[src/rtl/fp_wb_arbiter.sv]
// rtl/fp_wb_arbiter.sv - round-robin FP register-file write-port arbiter with pending-write scoreboard
//
// Shares the single write port of the 32-entry FP register file between the
// FPU result (0), the LWC1 load return (1) and the MTC1 move (2).
//
// Ports:
//   clk, rst            clock; asynchronous active-low reset
//   req_valid/ready     per-requester handshake (ready is a one-hot grant)
//   req_reg/req_data    per-requester destination index and result, packed by index
//   FP_RegWrite,
//   WriteReg, WriteData registered register-file write port
//   sb_set, sb_set_reg  dispatch marks a destination as pending
//   q1/q2_reg, _busy    issue-stage hazard queries (combinational)
//   waw_err, stray_err  sticky protocol error flags

module fp_wb_arbiter #(
    parameter int DATA_W = 32,
    parameter int ADDR_W = 5,
    parameter int NREQ   = 3    // fixed at 3: the rotation table below assumes it
) (
    input  logic                     clk,
    input  logic                     rst,
    input  logic [NREQ-1:0]          req_valid,
    output logic [NREQ-1:0]          req_ready,
    input  logic [NREQ*ADDR_W-1:0]   req_reg,
    input  logic [NREQ*DATA_W-1:0]   req_data,
    output logic                     FP_RegWrite,
    output logic [ADDR_W-1:0]        WriteReg,
    output logic [DATA_W-1:0]        WriteData,
    input  logic                     sb_set,
    input  logic [ADDR_W-1:0]        sb_set_reg,
    input  logic [ADDR_W-1:0]        q1_reg,
    input  logic [ADDR_W-1:0]        q2_reg,
    output logic                     q1_busy,
    output logic                     q2_busy,
    output logic                     waw_err,
    output logic                     stray_err
);

    localparam int NREG = 1 << ADDR_W;

    logic [1:0]        last;
    logic [1:0]        order [3];
    logic              gnt_any;
    logic [1:0]        gnt_idx;
    logic [ADDR_W-1:0] sel_reg;
    logic [DATA_W-1:0] sel_data;

    logic [NREG-1:0]   pending;
    logic [NREG-1:0]   set_mask;
    logic [NREG-1:0]   clr_mask;
    logic [NREG-1:0]   pending_nxt;
    logic              waw_hit;
    logic              stray_hit;

    // Search order starts just after the most recently granted requester.
    always_comb begin
        case (last)
            2'd0:    order = '{2'd1, 2'd2, 2'd0};
            2'd1:    order = '{2'd2, 2'd0, 2'd1};
            default: order = '{2'd0, 2'd1, 2'd2};
        endcase
    end

    always_comb begin
        gnt_any = 1'b0;
        gnt_idx = 2'd0;
        for (int k = 0; k < NREQ; k++) begin
            if (!gnt_any && req_valid[order[k]]) begin
                gnt_any = 1'b1;
                gnt_idx = order[k];
            end
        end
    end

    // Grant is suppressed combinationally during reset so no requester
    // believes it was accepted while the write port is being cleared.
    always_comb begin
        req_ready = '0;
        if (rst && gnt_any) begin
            req_ready[gnt_idx] = 1'b1;
        end
    end

    always_comb begin
        sel_reg  = '0;
        sel_data = '0;
        for (int k = 0; k < NREQ; k++) begin
            if (gnt_idx == 2'(k)) begin
                sel_reg  = req_reg[k*ADDR_W +: ADDR_W];
                sel_data = req_data[k*DATA_W +: DATA_W];
            end
        end
    end

    always_ff @(posedge clk or negedge rst) begin
        if (!rst) begin
            last <= 2'd2;
        end else if (gnt_any) begin
            last <= gnt_idx;
        end
    end

    // Registered write port; index and data hold when idle.
    always_ff @(posedge clk or negedge rst) begin
        if (!rst) begin
            FP_RegWrite <= 1'b0;
            WriteReg    <= '0;
            WriteData   <= '0;
        end else begin
            FP_RegWrite <= gnt_any;
            if (gnt_any) begin
                WriteReg  <= sel_reg;
                WriteData <= sel_data;
            end
        end
    end

    // Set is applied after clear so a fresh producer on the register being
    // committed keeps it pending.
    always_comb begin
        set_mask    = sb_set      ? (NREG'(1) << sb_set_reg) : '0;
        clr_mask    = FP_RegWrite ? (NREG'(1) << WriteReg)   : '0;
        pending_nxt = (pending & ~clr_mask) | set_mask;
    end

    // A re-issue to a register whose write lands on this same edge is the
    // normal back-to-back case, not a WAW violation.
    always_comb begin
        waw_hit   = sb_set && pending[sb_set_reg]
                    && !(FP_RegWrite && (WriteReg == sb_set_reg));
        stray_hit = FP_RegWrite && !pending[WriteReg];
    end

    always_ff @(posedge clk or negedge rst) begin
        if (!rst) begin
            pending   <= '0;
            waw_err   <= 1'b0;
            stray_err <= 1'b0;
        end else begin
            pending <= pending_nxt;
            if (waw_hit) begin
                waw_err <= 1'b1;
            end
            if (stray_hit) begin
                stray_err <= 1'b1;
            end
        end
    end

    // No bypass: a register committing this cycle still reads busy.
    assign q1_busy = pending[q1_reg];
    assign q2_busy = pending[q2_reg];

endmodule

[config.mk]
export PLATFORM = sky130hd
export DESIGN_NAME = fp_wb_arbiter
export DESIGN_NICKNAME = d
export VERILOG_FILES = /design/src/rtl/fp_wb_arbiter.sv
export SDC_FILE = /design/constraint.sdc
export NUM_CORES = 1
export LEC_CHECK = 0
export CORE_ASPECT_RATIO = 2
export CORE_MARGIN = 5
export CORE_UTILIZATION = 45
export CTS_CLUSTER_DIAMETER = 40
export DETAILED_ROUTE_END_ITERATION = 10
export PLACE_DENSITY = 0.81
export RECOVER_POWER = 50
export SLEW_MARGIN = 20
export SYNTH_ARGS = -nofsm -noshare
export SYNTH_HDL_FRONTEND = slang
export SYNTH_SLANG_ARGS = --single-unit
[constraint.sdc]
create_clock -name clk -period 2.5 [get_ports clk]
set_input_delay 0.5 -clock clk [delete_from_list [all_inputs] [get_ports clk]]
set_output_delay 0.5 -clock clk [all_outputs]
set_load 0.02 [all_outputs]
# After elaboration in Yosys (flattened, before gate mapping)
# Index checks and enable logic that the tools add are counted.
# Widths: inputs -> output; s select.
# word_totals
reg_bits	74
input_bits	132
output_inout_bits	45
elab_cells	71
# op_classes
order_cmp	9
eq_ne	4
n_shift	2
n_mux	32
bitwise_logic	3
reduce_logical	14
# ops
op	n
$mux 32	5
$shl 1x5->32 const A	2
$and 32x32->32	1
$not 32->32	1
$or 32x32->32	1
$lt 5x6->1 const B	4
$bmux 1 s5	4
$mux 5	3
$lt 2x3->1 const B	4
$pmux 6 s2	1
$mux 1	11
$logic_and 1x1->1	8
$bmux 1 s2	3
$mux 2	3
$eq 5x5->1	1
$eq 2x1->1 const B	2
$logic_not 1->1	4
$logic_not 2->1	2
$mux 3	1
$demux 1 s2	1
$eq 2x2->1 const B	1
$ge 2x1->1 const B	1

# Logic depth before layout (Yosys ltp)
# Gate-level depths: netlist of the first run.
# logic_depth
ltp_word	16
ltp_mapped	7
mapped_depth_nobuf	5

# Worst setup path after synthesis of the first run
# No wires, ideal clock.
# synth_path
path_kind	input port to output port
from	in q1_reg[0]
to	out q1_busy
t_arrival_ps	1945
t_required_ps	2000
setup_slack_ps	55
path_stages	4
n_path_buf	1
path_cell_list	buf_4 -> mux4_2 -> mux4_2 -> mux2_2
# synth_via
elab_chain_len	2
# synth_lines
item	line_no	text
start: declaration	32	input logic [ADDR_W-1:0] q1_reg,
$bmux 1 s5	152	assign q1_busy = pending[q1_reg];
$mux 1 (implied by the code)	152	
end: declaration	34	output logic q1_busy,
# No other way between the ends. The select of a mux whose other input is x is not followed.

# Worst setup path in the final report of the first run
# layout_path
from	reg pending[11]
to	out q1_busy
# layout_via
elab_chain_len	2
# layout_lines
item	line_no	text
start: declaration	49	logic [NREG-1:0] pending;
start signal: assignment	141	pending <= pending_nxt;
$bmux 1 s5	152	
$mux 1 (implied by the code)	152	
# No other way between the ends. The select of a mux whose other input is x is not followed.

==> summary.md, run 1 <==
| Metric | Value |
|---|---|
| Outcome | finished with violations |
| Failing checks | max-capacitance violations, max-slew violations, negative setup slack |
| Io pins | 177 |
| Initial antenna violation count | 0 |
| Actual slew at the worst max-slew pin | 1.84 ns |
| Nets in the synthesized netlist | 625 |
| Worst Path Class, Setup | flop to output port |
| Cell taking the most area after synthesis | sky130_fd_sc_hd__dfrtp_1 |
| Final number of setup-violating endpoints | 3 |
| Nets@finish | 820 |
| Maximum Capacitance Violations | 1 |
| DR vias | 5078 |
| RSZ-0062 raised after global routing | true |
| Synth warnings | 0 |
| Top-count cell post-synth | sky130_fd_sc_hd__o21ai_0 |
| Starting density of the core | 0.462 |
| Synth cell count leaders | 133 x sky130_fd_sc_hd__o21ai_0, 73 x sky130_fd_sc_hd__dfrtp_1, 55 x sky130_fd_sc_hd__nand2_1 |
| Chip width | 82.2 um |
| Final weighted congestion in routability-driven placement | 1.04 |
| CTS Hold Buffers Added | 0 |
| Synthesis-to-layout area growth | 53.5% |
| Largest net degree at the start of global routing | 75 |
| Post-route DRC violation count | 0 |
| Iteration-0 DRC Markers | 407 |
| Fraction of the cycle the final worst path needs | 1.07 |
| Sort of element at the start of the critical path | flop |
| Height of the chip | 154 um |
| Cell area after synthesis | 0.00469 mm2 |
| Avg Inst Size Synth | 9.51 um2 |
| Post-placement worst setup slack | -0.982 ns |
| Clock tree from TritonCTS | yes |
| Clock insertion delay at the later pin of the skew report | 0.34 ns |
| Kind of path behind the tightest hold check | flop to flop |
| Final hold viol count | 0 |
| Cell types with the largest area share after synthesis | sky130_fd_sc_hd__dfrtp_1 39%, sky130_fd_sc_hd__mux4_2 17%, sky130_fd_sc_hd__o21ai_0 14%, sky130_fd_sc_hd__a211oi_1 5.9%, sky130_fd_sc_hd__and3_1 5.1% |
| Sequential share of the synthesized area | 0.395 |
| Cell at the root of the clock tree | sky130_fd_sc_hd__clkbuf_16 |
| Standard cell with the maximum stage delay on the critical path | sky130_fd_sc_hd__mux4_2 |
| Relative slew slack | -0.227 |
| Yosys cell types | 30 |
| Arrival time of the worst setup path | 2.19 ns |
| Count of port buffers added during placement | 176 |
| Final setup skew | 0.00716 ns |
| # diodes | 0 |
| HPWL after detailed placement | 14.3 mm |
| Tmin final | 2.69 ns |
| Top_reg_cell synth | sky130_fd_sc_hd__dfrtp_1 |
| TritonCTS Buffers | 9 |
| Maximum fanout encountered on the critical timing path | 3 |
| Slack of the critical path | -0.187 ns |
| Fraction of layout instances using a drive strength above 1 | 0.177 |
| Worst IR drop on VDD | 0.000427 V |
| Floorplan die area | 0.0127 mm2 |
| Critical Path, Cell by Cell | mux4_2, mux4_2, mux2_4, buf_6 |
| Final hold slack | 0.480 ns |
| Overall overflow remaining after global route | 0 |
| Kind of end point of the critical path | output port |
| Required time at the worst-slack endpoint | 2.00 ns |
| Sink count of the clock tree | 74 |
| Maximum clock frequency | 372 MHz |
| Power per Cell Area | 859 mW/mm2 |
| FF+latch count, synth | 74 |
| Depth of the CTS H-tree | 3 |
| Clock-pin slew on the worst setup and hold paths | 0.06 ns |
| Global-route wire length before repair | 28.8 mm |
| Filler cells | 845 |
| Number of global-route vias before repair | 5507 |
| Placeable core region | 0.0101 mm2 |
| Clk buf depth | 2 |
| Cell row count | 52 |
| GRT Overall Usage | 0.309 |
| Post-Synthesis Cells | 493 |
| DRT Wirelength | 18.9 mm |
| Count of nets left with antenna violations after detail routing | 0 |
| Share of the synthesized area in the top cell type | 0.390 |
| Post-detailed-route wirelength per cell | 22.8 um |
| Leakage component of the power | 2.87 nW |
| Number of enable flip-flop cells after synthesis | 0 |
| Cell type with the highest occurrence count on the critical path | sky130_fd_sc_hd__mux4_2 |
| Final number of max-transition violations | 75 |
| Post-synth ARST share | 1.00 |
| Via count normalized by instance count | 6.13 |
| Delay contributed by the slowest stage of the critical path | 0.49 ns |
| Router iterations before antenna repair | 6 |
power breakdown:
part	leakage, nW	internal, mW	switching, mW	total, mW
logic	1.86	1.48	1.21	2.69
registers	0.854	1.59	0.470	2.06
clock network	0.153	0.882	0.543	1.43
total	2.87	3.96	2.22	6.18
cell usage in the layout, fill, tap and decap left out, types with 3 or more instances in the layout:
cell type                         synthesis  layout
sky130_fd_sc_hd__inv_1                    4       4
sky130_fd_sc_hd__buf_4                    2      47
sky130_fd_sc_hd__o21ai_0                133     132
sky130_fd_sc_hd__dfrtp_1                 73      68
sky130_fd_sc_hd__nand2b_1                 5       5
sky130_fd_sc_hd__and3_1                  38      38
sky130_fd_sc_hd__clkdlybuf4s50_1          0     165
sky130_fd_sc_hd__xnor2_1                  5       5
sky130_fd_sc_hd__nand2_1                 55      55
sky130_fd_sc_hd__a31oi_1                  4       4
sky130_fd_sc_hd__buf_6                    0       4
sky130_fd_sc_hd__nand4_1                  3       3
sky130_fd_sc_hd__o21ai_1                  8       8
sky130_fd_sc_hd__dfrtp_2                  0       5
sky130_fd_sc_hd__nor2b_1                 10      10
sky130_fd_sc_hd__nor2_1                   5       5
sky130_fd_sc_hd__a211oi_1                37      37
sky130_fd_sc_hd__mux2i_1                  6       6
sky130_fd_sc_hd__clkbuf_16                0       9
sky130_fd_sc_hd__dlygate4sd2_1            0       4
sky130_fd_sc_hd__a21oi_1                  3       3
sky130_fd_sc_hd__nand3_1                  9       9
sky130_fd_sc_hd__clkbuf_2                 0       4
sky130_fd_sc_hd__mux4_2                  35      35
cell families after synthesis:
logic type,count (synthesis),synth area share
simple gates,128,0.136
buf+inv,51,0.0438
compound gates,192,0.230
mux,43,0.186
xor+xnor,5,0.00934
flops,74,0.395
final timing paths:
| path | startpoint | end | slack, ns | depth (start not counted) |
|---|---|---|---|---|
| max in group asynchronous | rst | pending[26]$_DFF_PN0_ | 0.42 | 2 |
| max reg2reg | WriteReg[0]$_DFFE_PN0N_ | stray_err$_DFFE_PN0P_ | 0.03 | 5 |
| min reg2reg | WriteData[8]$_DFFE_PN0N_ | WriteData[8]$_DFFE_PN0N_ | 0.48 | 2 |
| min | WriteData[8]$_DFFE_PN0N_ | WriteData[8]$_DFFE_PN0N_ | 0.48 | 2 |
| min in group asynchronous | rst | WriteData[11]$_DFFE_PN0N_ | 0.87 | 2 |
| max | pending[11]$_DFF_PN0_ | q1_busy | -0.19 | 4 |
cell type report:
class | instances | area (um2) | share of cell area
inverter | 4 | 15.0 | 0.00209
clock buffer | 9 | 225 | 0.0313
timing repair buffer | 231 | 2170 | 0.302
multi-input combinational | 368 | 2650 | 0.369
tap | 135 | 169 | 0.0235
clock inverter | 7 | 101 | 0.0141
sequential | 74 | 1860 | 0.258
worst max-delay path, delay by kind of cell, from the launching register on:
family                 cells  cell delay (ns)
buffers and inverters      1             0.13
DFF                        1             0.47
muxes                      3             1.24
sequential cells by signal, summed over array words and instances (netlist names):
signal and flops:
WriteData 32, pending 32, WriteReg 5, last 2
FP_RegWrite 1, stray_err 1, waw_err 1
routing by layer:
| layer | routed length [um] | GRT usage |
|---|---|---|
| met1 | 5870 | 0.312 |
| met2 | 10000 | 0.548 |
| met3 | 1650 | 0.0739 |
| met4 | 1360 | 0.186 |
| met5 | 0 | 0 |
metrics by stage:
stage	cells	total power, mW	util	setup TNS [ns]	instance area [um2]
CTS	828	6.12	0.710	-0.342	7210
global placement	811	4.51	0.677	-2.19	6870
finish	828	6.18	0.709	-0.369	7190
floorplan	493	3.25	-	0	4690
detailed placement	811	4.64	0.677	-2.54	6870
global route	828	6.44	0.709	-0.735	7190
repair_timing:
action / 4_1_cts / 5_1_grt
gates resized for setup: 31 / 5
setup buffers: 1 / 0
endpoints found under the setup margin: 5 / 3
Note: power is estimated with default switching activity, not from simulation.
==> run 2: changes to the inputs <==
CELL_PAD_IN_SITES_DETAIL_PLACEMENT = 0   (was default)
CELL_PAD_IN_SITES_GLOBAL_PLACEMENT = 1   (was default)
CORE_UTILIZATION = 33   (was 45)
==> summary.md, run 2 (synthesis results as in run 1) <==
| Metric | Value |
|---|---|
| Final setup skew | 0.00868 ns (was 0.00716 ns) |
| Critical path origin | pending[31]$_DFF_PN0_ (was pending[11]$_DFF_PN0_) |
| Fraction of layout instances using a drive strength above 1 | 0.176 (was 0.177) |
| Cell at the root of the clock tree | sky130_fd_sc_hd__clkbuf_16 (unchanged) |
| End-of-flow core utilization | 0.522 (was 0.709) |
| Clock-pin slew on the worst setup and hold paths | 0.06 ns (about the same) |
| Clk buf depth | 2 (unchanged) |
| HPWL after detailed placement | 14.7 mm (was 14.3 mm) |
| Chip width | 94.3 um (was 82.2 um) |
| Leakage component of the power | 2.87 nW (about the same) |
| GRT Overall Usage | 0.230 (was 0.309) |
| Floorplan die area | 0.0168 mm2 (was 0.0127 mm2) |
| Relative slew slack | 0.315 (was -0.227) |
| Post-route DRC violation count | 0 (unchanged) |
| Arrival time of the worst setup path | 2.17 ns (was 2.19 ns) |
| Number of global-route vias before repair | 5473 (was 5507) |
| Io pins | 177 (unchanged) |
| Power Internal | 3.94 mW (was 3.96 mW) |
| Maximum fanout encountered on the critical timing path | 3 (unchanged) |
| Largest net degree at the start of global routing | 75 (unchanged) |
| Net Switching | 2.16 mW (was 2.22 mW) |
| # diodes | 0 (unchanged) |
| DR vias | 5069 (was 5078) |
| Tmin final | 2.67 ns (was 2.69 ns) |
| Sink count of the clock tree | 74 (unchanged) |
| Cell type with the highest occurrence count on the critical path | sky130_fd_sc_hd__mux4_2 (unchanged) |
| Final number of max-transition violations | 0 (was 75) |
| Most common cell after layout, fill and taps aside | sky130_fd_sc_hd__clkdlybuf4s50_1 (unchanged) |
| Placeable core region | 0.0140 mm2 (was 0.0101 mm2) |
| TritonCTS Buffers | 9 (unchanged) |
| Final Cell Area | 0.00728 mm2 (was 0.00719 mm2) |
| Starting density of the core | 0.336 (was 0.462) |
| Final hold slack | 0.477 ns (was 0.480 ns) |
| Non-filler cells, final | 884 (was 828) |
| Leading cell types in the layout, fill and taps excluded | 160 x sky130_fd_sc_hd__clkdlybuf4s50_1, 132 x sky130_fd_sc_hd__o21ai_0, 69 x sky130_fd_sc_hd__dfrtp_1, 55 x sky130_fd_sc_hd__nand2_1, 46 x sky130_fd_sc_hd__buf_4 (was 165 x sky130_fd_sc_hd__clkdlybuf4s50_1, 132 x sky130_fd_sc_hd__o21ai_0, 68 x sky130_fd_sc_hd__dfrtp_1, 55 x sky130_fd_sc_hd__nand2_1, 47 x sky130_fd_sc_hd__buf_4) |
| Area occupied by registers | 0.00186 mm2 (about the same) |
| Global-route wire length before repair | 29.2 mm (was 28.8 mm) |
| Depth of the CTS H-tree | 3 (unchanged) |
| Pwr Total | 6.10 mW (was 6.18 mW) |
| Fraction of the cycle the final worst path needs | 1.07 (about the same) |
| Clock network power share | 0.221 (was 0.231) |
| Router iterations before antenna repair | 5 (was 6) |
| Area of the multi-input gates | 0.00265 mm2 (unchanged) |
| Final weighted congestion in routability-driven placement | 1.02 (was 1.04) |
| Power per Cell Area | 837 mW/mm2 (was 859 mW/mm2) |
| Switch share | 0.355 (was 0.359) |
| Failing checks | negative setup slack (was max-capacitance violations, max-slew violations, negative setup slack) |
| Placed Area | 0.00696 mm2 (was 0.00687 mm2) |
| Filler cells | 1274 (was 845) |
| Nets@finish | 822 (was 820) |
| CTS Hold Buffers Added | 0 (unchanged) |
| Iteration-0 DRC Markers | 182 (was 407) |
| Count of nets left with antenna violations after detail routing | 0 (unchanged) |
| Standard cell with the maximum stage delay on the critical path | sky130_fd_sc_hd__mux4_2 (unchanged) |
| Top Registers | WriteData x32, pending x32, WriteReg x5 (unchanged) |
| Clock tree from TritonCTS | yes (unchanged) |
| Post-detailed-route wirelength per cell | 21.1 um (was 22.8 um) |
| Maximum Capacitance Violations | 0 (was 1) |
| RSZ-0062 raised after global routing | true (unchanged) |
| Initial antenna violation count | 0 (unchanged) |
| Count of port buffers added during placement | 176 (unchanged) |
| Post-placement worst setup slack | -0.970 ns (was -0.982 ns) |
| Synthesis-to-layout area growth | 55.4% (was 53.5%) |
| Kind of path behind the tightest hold check | input port to async pin (was flop to flop) |
| Proportion of power drawn by flip-flops and latches | 0.344 (was 0.334) |
| Delay contributed by the slowest stage of the critical path | 0.50 ns (was 0.49 ns) |
| Portion of total power attributed to combinational logic | 0.435 (about the same) |
| Maximum clock frequency | 375 MHz (was 372 MHz) |
| Critical Path, Cell by Cell | mux4_2, mux4_2, mux2_4, buf_6 (unchanged) |
| Final hold viol count | 0 (unchanged) |
| Cell row count | 61 (was 52) |
| Via count normalized by instance count | 5.73 (was 6.13) |
| DRT Wirelength | 18.7 mm (was 18.9 mm) |
| Sort of element at the start of the critical path | flop (unchanged) |
| Slack of the critical path | -0.168 ns (was -0.187 ns) |
| Outcome | finished with violations (unchanged) |
| Actual slew at the worst max-slew pin | 1.03 ns (was 1.84 ns) |
| Kind of end point of the critical path | output port (unchanged) |
| DP Cell Count | 866 (was 811) |
| Final number of setup-violating endpoints | 3 (unchanged) |
| Clock insertion delay at the later pin of the skew report | 0.33 ns (was 0.34 ns) |
| Startpoint of the worst register-to-register path | WriteReg[0]$_DFFE_PN0N_ (unchanged) |
| Required time at the worst-slack endpoint | 2.00 ns (about the same) |
| Setup_tns | -0.346 ns (was -0.369 ns) |
| Overall overflow remaining after global route | 0 (unchanged) |
| Total buffers and inverters traversed by the critical path | 1 (unchanged) |
| Crit-path leading delay family | multiplexers (unchanged) |
| Height of the chip | 179 um (was 154 um) |
| Worst IR drop on VDD | 0.000397 V (was 0.000427 V) |
| Worst Path Class, Setup | flop to output port (unchanged) |
==> run 2: cell count changes in the layout (fill, tap and decap cells not counted), sizes merged <==
cell / previous run / this run
clkinvlp: 2 / 3
clkbuf: 15 / 19
clkinv: 1 / 0
clkdlybuf4s15: 0 / 2
dlygate4sd2: 4 / 2
clkdlybuf4s50: 165 / 160
dlygate4sd3: 1 / 6
bufinv: 2 / 1
inv: 6 / 5
==> run 2: routing by layer <==
layer | up-vias | wire length [um] | part of all wire | GRT usage
li1 | 2243 | - | - | -
met1 | 2461 | 5910 | 0.32 | 0.224
met2 | 290 | 10200 | 0.55 | 0.414
met3 | 75 | 1350 | 0.072 | 0.0561
met4 | 0 | 1230 | 0.066 | 0.160
met5 | - | 0 | 0 | 0
==> run 2: path summary, 6_finish.rpt <==
| kind | end | slack, ns | cells past startpoint |
|---|---|---|---|
| setup / recovery | q2_busy | -0.17 | 4 |
| hold / removal | WriteData[20]$_DFFE_PN0N_ | 0.48 | 2 |
| setup reg to reg | stray_err$_DFFE_PN0P_ | 0.58 | 5 |
| hold reg to reg | WriteData[2]$_DFFE_PN0N_ | 0.48 | 2 |
| max in group asynchronous | pending[17]$_DFF_PN0_ | 0.54 | 3 |
| min in group clk | WriteData[2]$_DFFE_PN0N_ | 0.48 | 2 |
==> run 2: power groups by stage <==
stage	clock (mW)	combinational, mW	sequential (mW)
finish	1.35	2.65	2.10
global route	1.42	2.86	2.10
CTS	1.38	2.65	2.07
detailed placement	0	2.61	2.08
global placement	0	2.55	2.06
floorplan	0	1.24	2.01
==> run 2: repair_timing <==
| item | 4_1_cts | 5_1_grt |
|---|---|---|
| gates resized for setup | 33 | 6 |
| endpoints found under the hold margin | 0 | 0 |
| buffers inserted | 1 | 0 |
| pin swaps | 0 | 0 |
| endpoints found under the setup margin | 5 | 5 |
==> run 2: cell type report <==
class / instances / area share
Sequential cell: 74 / 0.255
Clock buffer: 11 / 0.0347
Inverter: 4 / 0.00206
Multi-Input combinational cell: 368 / 0.364
Clock inverter: 5 / 0.00842
Timing Repair Buffer: 233 / 0.303
Tap cell: 189 / 0.0325
